[config.mk]
export PLATFORM = sky130hd
export DESIGN_NAME = pwm_bank_flat
export DESIGN_NICKNAME = d
export VERILOG_FILES = /design/src/rtl/pwm_bank_if.sv /design/src/rtl/pwm_bank.sv /design/src/flat_wrapper.sv
export SDC_FILE = /design/constraint.sdc
export NUM_CORES = 1
export LEC_CHECK = 0
export CAP_MARGIN = 20
export CORE_ASPECT_RATIO = 2
export CORE_UTILIZATION = 56
export CTS_CLUSTER_DIAMETER = 30
export CTS_CLUSTER_SIZE = 10
export DETAILED_ROUTE_END_ITERATION = 10
export HOLD_SLACK_MARGIN = 0.15
export PLACE_DENSITY = 0.86
export SETUP_SLACK_MARGIN = 0.2
export SYNTH_ARGS = -nofsm -noshare
export SYNTH_HDL_FRONTEND = slang
export SYNTH_SLANG_ARGS = --single-unit
[constraint.sdc]
create_clock -name clk -period 10.4 [get_ports clk]
set_clock_uncertainty 0.1 [all_clocks]
set_input_delay 2.08 -clock clk [delete_from_list [all_inputs] [get_ports clk]]
set_output_delay 2.08 -clock clk [all_outputs]
set_load 0.1 [all_outputs]
[src/rtl/pwm_bank_if.sv]
// Byte-wide register write port between the SPI register peripheral and pwm_bank.
// The SPI side is the master; pwm_bank is the slave.
interface pwm_bank_if #(
   parameter int ADDR_W = 7
);
   logic              wr_en;
   logic [ADDR_W-1:0] wr_addr;
   logic [7:0]        wr_data;

   modport master (
      output wr_en,
      output wr_addr,
      output wr_data
   );

   modport slave (
      input wr_en,
      input wr_addr,
      input wr_data
   );
endinterface

[src/rtl/pwm_bank.sv]
// N-channel PWM engine: write-only register map, shared prescaled 8-bit period counter,
// double-buffered per-channel duty and registered channel outputs.
module pwm_bank #(
   parameter int NUM_CH  = 16,
   parameter int ADDR_W  = 7,
   parameter int PRESC_W = 8
) (
   input  logic              clk,
   input  logic              rst_n,
   pwm_bank_if.slave         wr,
   output logic [NUM_CH-1:0] pwm_out,
   output logic              period_start,
   output logic [7:0]        active_duty_dbg
);

   localparam int NUM_BYTES = NUM_CH / 8;

   logic [PRESC_W-1:0] prescale_reg;
   logic [PRESC_W-1:0] pre_cnt_reg;
   logic [7:0]         pcnt_reg;
   logic               period_start_reg;
   logic [NUM_CH-1:0]  pwm_out_reg;
   logic [NUM_CH-1:0]  pwm_next;

   logic [7:0] out_en_reg [NUM_BYTES];
   logic [7:0] pwm_en_reg [NUM_BYTES];
   logic [7:0] shadow_reg [NUM_CH];
   logic [7:0] active_reg [NUM_CH];

   logic tick;
   logic wrap;
   logic presc_hit;

   // ">=" rather than "==" so that lowering prescale below pre_cnt still ticks at once
   assign tick      = (pre_cnt_reg >= prescale_reg);
   assign wrap      = tick && (pcnt_reg == 8'hFF);
   assign presc_hit = wr.wr_en && (wr.wr_addr == ADDR_W'(16));

   always_ff @(posedge clk) begin
      if (!rst_n) begin
         prescale_reg     <= '0;
         pre_cnt_reg      <= '0;
         pcnt_reg         <= '0;
         period_start_reg <= 1'b0;
         pwm_out_reg      <= '0;
      end else begin
         if (presc_hit) begin
            prescale_reg <= PRESC_W'(wr.wr_data);
         end
         if (tick) begin
            pre_cnt_reg <= '0;
            pcnt_reg    <= pcnt_reg + 8'd1;
         end else begin
            pre_cnt_reg <= pre_cnt_reg + PRESC_W'(1);
         end
         period_start_reg <= wrap;
         pwm_out_reg      <= pwm_next;
      end
   end

   generate
      for (genvar gi = 0; gi < NUM_BYTES; gi++) begin : g_byte
         logic oe_hit;
         logic pe_hit;

         assign oe_hit = wr.wr_en && (wr.wr_addr == ADDR_W'(gi));
         assign pe_hit = wr.wr_en && (wr.wr_addr == ADDR_W'(8 + gi));

         always_ff @(posedge clk) begin
            if (!rst_n) begin
               out_en_reg[gi] <= 8'h00;
               pwm_en_reg[gi] <= 8'h00;
            end else begin
               if (oe_hit) begin
                  out_en_reg[gi] <= wr.wr_data;
               end
               if (pe_hit) begin
                  pwm_en_reg[gi] <= wr.wr_data;
               end
            end
         end
      end

      for (genvar gi = 0; gi < NUM_CH; gi++) begin : g_ch
         logic duty_hit;
         logic oe;
         logic pe;

         assign duty_hit = wr.wr_en && (wr.wr_addr == ADDR_W'(32 + gi));
         assign oe       = out_en_reg[gi / 8][gi % 8];
         assign pe       = pwm_en_reg[gi / 8][gi % 8];

         // A duty write landing on the wrap cycle goes straight into the active register
         always_ff @(posedge clk) begin
            if (!rst_n) begin
               shadow_reg[gi] <= 8'h00;
               active_reg[gi] <= 8'h00;
            end else begin
               if (duty_hit) begin
                  shadow_reg[gi] <= wr.wr_data;
               end
               if (wrap) begin
                  active_reg[gi] <= duty_hit ? wr.wr_data : shadow_reg[gi];
               end
            end
         end

         assign pwm_next[gi] = !oe                       ? 1'b0 :
                               !pe                       ? 1'b1 :
                               (active_reg[gi] == 8'hFF) ? 1'b1 :
                               (pcnt_reg < active_reg[gi]);
      end
   endgenerate

   assign pwm_out         = pwm_out_reg;
   assign period_start    = period_start_reg;
   assign active_duty_dbg = active_reg[0];

endmodule
[src/flat_wrapper.sv]
// flat-port wrapper written by rule: the top's interface ports become plain ports
module pwm_bank_flat 
#(
   parameter int NUM_CH  = 16,
   parameter int ADDR_W  = 7,
   parameter int PRESC_W = 8
)
  (clk, rst_n, pwm_out, period_start, active_duty_dbg, wr_wr_en, wr_wr_addr, wr_wr_data);
  pwm_bank_if #(.ADDR_W(ADDR_W)) wr_i ();
  input  logic clk;
  input  logic rst_n;
  output logic [NUM_CH-1:0] pwm_out;
  output logic period_start;
  output logic [7:0] active_duty_dbg;
  input wire logic [$bits(wr_i.wr_en)-1:0] wr_wr_en;
  input wire logic [$bits(wr_i.wr_addr)-1:0] wr_wr_addr;
  input wire logic [$bits(wr_i.wr_data)-1:0] wr_wr_data;
  assign wr_i.wr_en = wr_wr_en;
  assign wr_i.wr_addr = wr_wr_addr;
  assign wr_i.wr_data = wr_wr_data;
  pwm_bank #(.NUM_CH(NUM_CH), .ADDR_W(ADDR_W), .PRESC_W(PRESC_W)) u_core (.clk(clk), .rst_n(rst_n), .wr(wr_i), .pwm_out(pwm_out), .period_start(period_start), .active_duty_dbg(active_duty_dbg));
endmodule
---- After elaboration in Yosys (flattened, before gate mapping) ----
Memory sizes are Yosys's and may differ from the RTL's.
Index checks and enable logic that the tools add are counted.
word-level totals
  input bits .............................. 18
  bits in writable memories ............... 288
  memories kept ........................... 4
  bits in registers ....................... 41
memory list
  name               words  width  rd ports  clocked after Yosys merged registers in  wr ports  line            source
  u_core.active_reg  16     8      16        0                                        16        pwm_bank.sv:28  logic [7:0] active_reg [NUM_CH];
  u_core.shadow_reg  16     8      16        0                                        16        pwm_bank.sv:27  logic [7:0] shadow_reg [NUM_CH];
  u_core.out_en_reg  2      8      2         0                                        2         pwm_bank.sv:25  logic [7:0] out_en_reg [NUM_BYTES];
  u_core.pwm_en_reg  2      8      2         0                                        2         pwm_bank.sv:26  logic [7:0] pwm_en_reg [NUM_BYTES];
operators by class
  bitwise operators ....................... 37
  reduce and logical (&&, ||, !) cells .... 40
  $add $sub $neg .......................... 2
  multiplexer cells ....................... 148
  magnitude comparators ................... 17
  eq/ne operators ......................... 37
operators by type and width
  cell                   number
  $mux W8                52
  $eq A8 B8 Y1 const B   17
  $lt A8 B8 Y1           16
  $eq A7 B6 Y1 const B   16
  $mux W1                96
  $or A1 B1 Y1           36
  $reduce_and A2 Y1      16
  $logic_and A1 B1 Y1    22
  $add A8 B1 Y8 const B  2
  $eq A7 B4 Y1 const B   2
  $ge A8 B8 Y1           1
  $eq A7 B1 Y1 const B   1
  $eq A7 B5 Y1 const B   1
  $logic_not A7 Y1       1
  $reduce_or A2 Y1       1
  $not A1 Y1             1

---- Longest topological paths before layout ----
  word-level depth ........................ 6
  mapped depth ............................ 10
  mapped depth without buffers ............ 7

---- Worst setup path after synthesis ----
Ideal clock, no wire load.
  path type ............................... register to register
  start point ............................. reg u_core.pre_cnt_reg[0]
  end point ............................... mem u_core.active_reg[0][0] (enable)
  stages on the path, launching flop included .. 7
  path slack .............................. -757 ps
  period minus slack after synthesis ...... 11157 ps
  setup time .............................. 792 ps
  data required time ...................... 9508 ps
  data arrival time ....................... 10265 ps
  path through ............................ dfxtp_1 > inv_1 > ha_1 > o21ai_0 > a221oi_1 > o21ai_0 > o21ai_0
RTL lines
  element                   line            source
  start: declaration        pwm_bank.sv:19  logic [PRESC_W-1:0] pre_cnt_reg;
  start signal: assignment  pwm_bank.sv:54  pre_cnt_reg <= pre_cnt_reg + PRESC_W'(1);
  end: declaration          pwm_bank.sv:28

==> impl_metrics.env <==
export IMPL_pwr_share_clk_pct=45.2
export IMPL_critical_path_slowest_cell="nor3b_1"
export IMPL_cts_root_buf="clkbuf_16"
export IMPL_die_x_um=124
export IMPL_syn_area_um2=16600
export IMPL_fin_setup_tns_ns=0
export IMPL_swShare_pct=23.8
export IMPL_drive_above_1_share_pct=6.00
export IMPL_cts_setup_buffers=0
export IMPL_fmax_ghz=0.203
export IMPL_p_int_mw=2.46
export IMPL_relSlewSlack_pct=23.6
export IMPL_dieArea_um2=30300
export IMPL_grt_pass1_vias=12900
export IMPL_async_flop_share_pct=0
export IMPL_most_common_layout_cells="323 x nand2_1, 288 x edfxtp_1, 179 x nor2_1, 156 x a21oi_1, 126 x inv_1"
export IMPL_total_power_mw=3.22
export IMPL_boundaryPins=43
export IMPL_grt_usage_pct=30.9
export IMPL_overflow=0
export IMPL_reg2reg_slack_ns=6.63
export IMPL_synth_seq_cells=329
export IMPL_required_ns=10.50
export IMPL_path_buf_inv=1
export IMPL_netlist_instances=1605
export IMPL_cap_violations=0
export IMPL_htree_levels=2
export IMPL_start_util_pct=57.3
export IMPL_numCtsBuffers=45
export IMPL_core_um2=29000
export IMPL_leakagePower_nw=7.79
export IMPL_clock_latency_ns=0.54
export IMPL_pwr_share_seq_pct=47.3
export IMPL_hold_buffers=0
export IMPL_ys_flop_type="edfxtp_1"
export IMPL_crit_path_cell_trace="clkdlybuf4s50_1 -> nand4bb_1 -> nor3b_1 -> nand3_1 -> nand2_1"
export IMPL_cp_depth=5
export IMPL_seq_area_frac_synth_pct=57.1
export IMPL_critPathMaxFanout=17
export IMPL_rows=88
export IMPL_place_inst=1949
export IMPL_place_congestion=0.919
export IMPL_crit_path_end_kind="flip-flop"
export IMPL_syn_area_per_cell_um2=10.3
export IMPL_num_vias=12600
export IMPL_fin_util_pct=64.3
export IMPL_cts_reportedPaths_clkPinSlew_ns=0.05
export IMPL_arrival_ns=5.03
export IMPL_cts_tree="built"
export IMPL_switching_power_mw=0.766
export IMPL_synth_edf_count=288
export IMPL_drt_iter0_drc=1062
export IMPL_start_kind="input port"
export IMPL_synth_fp_nets=1745
export IMPL_io_buffers=42
export IMPL_setup_viol=0
export IMPL_hold_violations=0
export IMPL_final_common_cell="nand2_1"
export IMPL_drt_total_wl_mm=44.7
export IMPL_viasPerCell=6.19
export IMPL_dp_final_hpwl_mm=27.1
export IMPL_ir_drop_mv=0.111
export IMPL_grt_first_pass_wirelength_mm=68.7
export IMPL_tightest_slew_ns=1.14
export IMPL_min_path_type="reg2reg"
export IMPL_critPathTopFamily="simple AND/OR/NAND/NOR gates"
export IMPL_slew_viol_final=0
export IMPL_worstSetupPathType="in2reg"
export IMPL_outcome="finished clean"
export IMPL_cpPeakStageDelay_ns=0.95
export IMPL_power_frac_comb_pct=7.5
export IMPL_worst_r2r_cell_count=8
export IMPL_num_nets_final=1777
export IMPL_period_needed_ns=4.93
export IMPL_fin_cells=2029
export IMPL_routedWlPerCell_um=22.0
export IMPL_ys_warn_count=0
export IMPL_fin_crit_sh_pct=47.4
export IMPL_route_detailed_drc=0
export IMPL_rsz0062_at_grt="no"
export IMPL_cts_sinks=329
export IMPL_hold_path_depth=2
export IMPL_cts_resized=0
export IMPL_area_growth_pct=12.2
export IMPL_cts_buffer_depth=3
export IMPL_n_fill_cell=2040
export IMPL_antenna_found_initial=0
export IMPL_grt_max_degree=74
export IMPL_dr_pass1_iters=8
export IMPL_die_y_um=245
export IMPL_pwr_density_cell_nw_per_um2=173
export IMPL_yosysUniqueCellTypes=42
export IMPL_ant_nets=0
layer usage:
layer / wire (um) / up-vias / global-route usage (%)
met2: 22800 / 807 / 53.0
li1: - / 5606 / -
met4: 4300 / 0 / 26.7
met5: 0 / - / 0
met1: 13600 / 5846 / 31.9
met3: 3940 / 300 / 4.85
metrics by stage:
step           hold slack, ns  setup slack (ns)  area (um^2)
2_1_floorplan           0.348              2.69        16600
3_3_place_gp            0.377              5.20        17200
3_5_place_dp            0.391              5.15        17200
4_1_cts                 0.405              5.71        18600
5_1_grt                 0.428              5.41        18600
6_report                0.402              5.47        18600
final timing paths:
path	from	end
setup reg to reg	u_core.pre_cnt_reg[0]	u_core.active_reg[0][14]
hold / removal	u_core.prescale_reg[4]	u_core.prescale_reg[4]
setup / recovery	wr_wr_addr[6]	u_core.shadow_reg[14][0]
hold reg to reg	u_core.prescale_reg[4]	u_core.prescale_reg[4]
synthesized netlist by cell type, drive strengths merged, types with 3 or more instances:
cell,instances,area (um^2)
nor3,6,30.0
nor2b,3,18.8
and3,3,18.8
buf,25,218
nand2b,25,156
inv,126,473
a211oi,18,135
dfxtp,41,821
edfxtp,288,8650
o31ai,16,120
nor2,179,672
a21oi,166,868
clkbuf,56,210
nand3,17,85.1
nand4,50,313
ha,122,1530
o21a,17,128
and2,33,206
xor2,5,43.8
nand2,323,1210
mux2i,14,140
a21o,48,360
o21ai,10,50.0
tightest hold or removal path, delay by kind of cell, from the launching register on:
kind             cells  cell delay (ns)
flip-flops           1             0.32
AND/OR/NAND/NOR      1             0.08
multiplexers         1             0.07
area by class of cell:
type / instances / area (um^2) / share of cell area [%]
flip-flops and latches: 329 / 9470 / 50.9
multi-input cells: 1069 / 6230 / 33.5
clock buffers: 64 / 1230 / 6.60
repair buffers: 66 / 593 / 3.19
inverters: 126 / 473 / 2.54
well taps: 360 / 450 / 2.42
clock inverters: 13 / 164 / 0.881
diodes: 2 / 5.00 / 0.0269
power groups by stage:
stage / Clock [mW] / Combinational (mW) / Sequential (mW)
global placement: 0 / 0.223 / 1.55
CTS: 1.46 / 0.237 / 1.52
detailed placement: 0 / 0.233 / 1.55
finish: 1.46 / 0.241 / 1.53
global route: 1.52 / 0.255 / 1.53
floorplan: 0 / 0.127 / 1.57
cells by family (layout without fill, tap and decap cells):
group / count (synthesis) / count (layout) / synth area share, %
fa+ha+maj: 122 / 122 / 9.21
mux: 14 / 14 / 0.845
buf+inv: 207 / 269 / 5.43
compound gates: 279 / 279 / 10.2
other cells: 0 / 2 / 0
xor+xnor: 6 / 6 / 0.317
flops: 329 / 329 / 57.1
simple gates: 648 / 648 / 16.8
No activity file was read; power rests on OpenSTA's default activity.
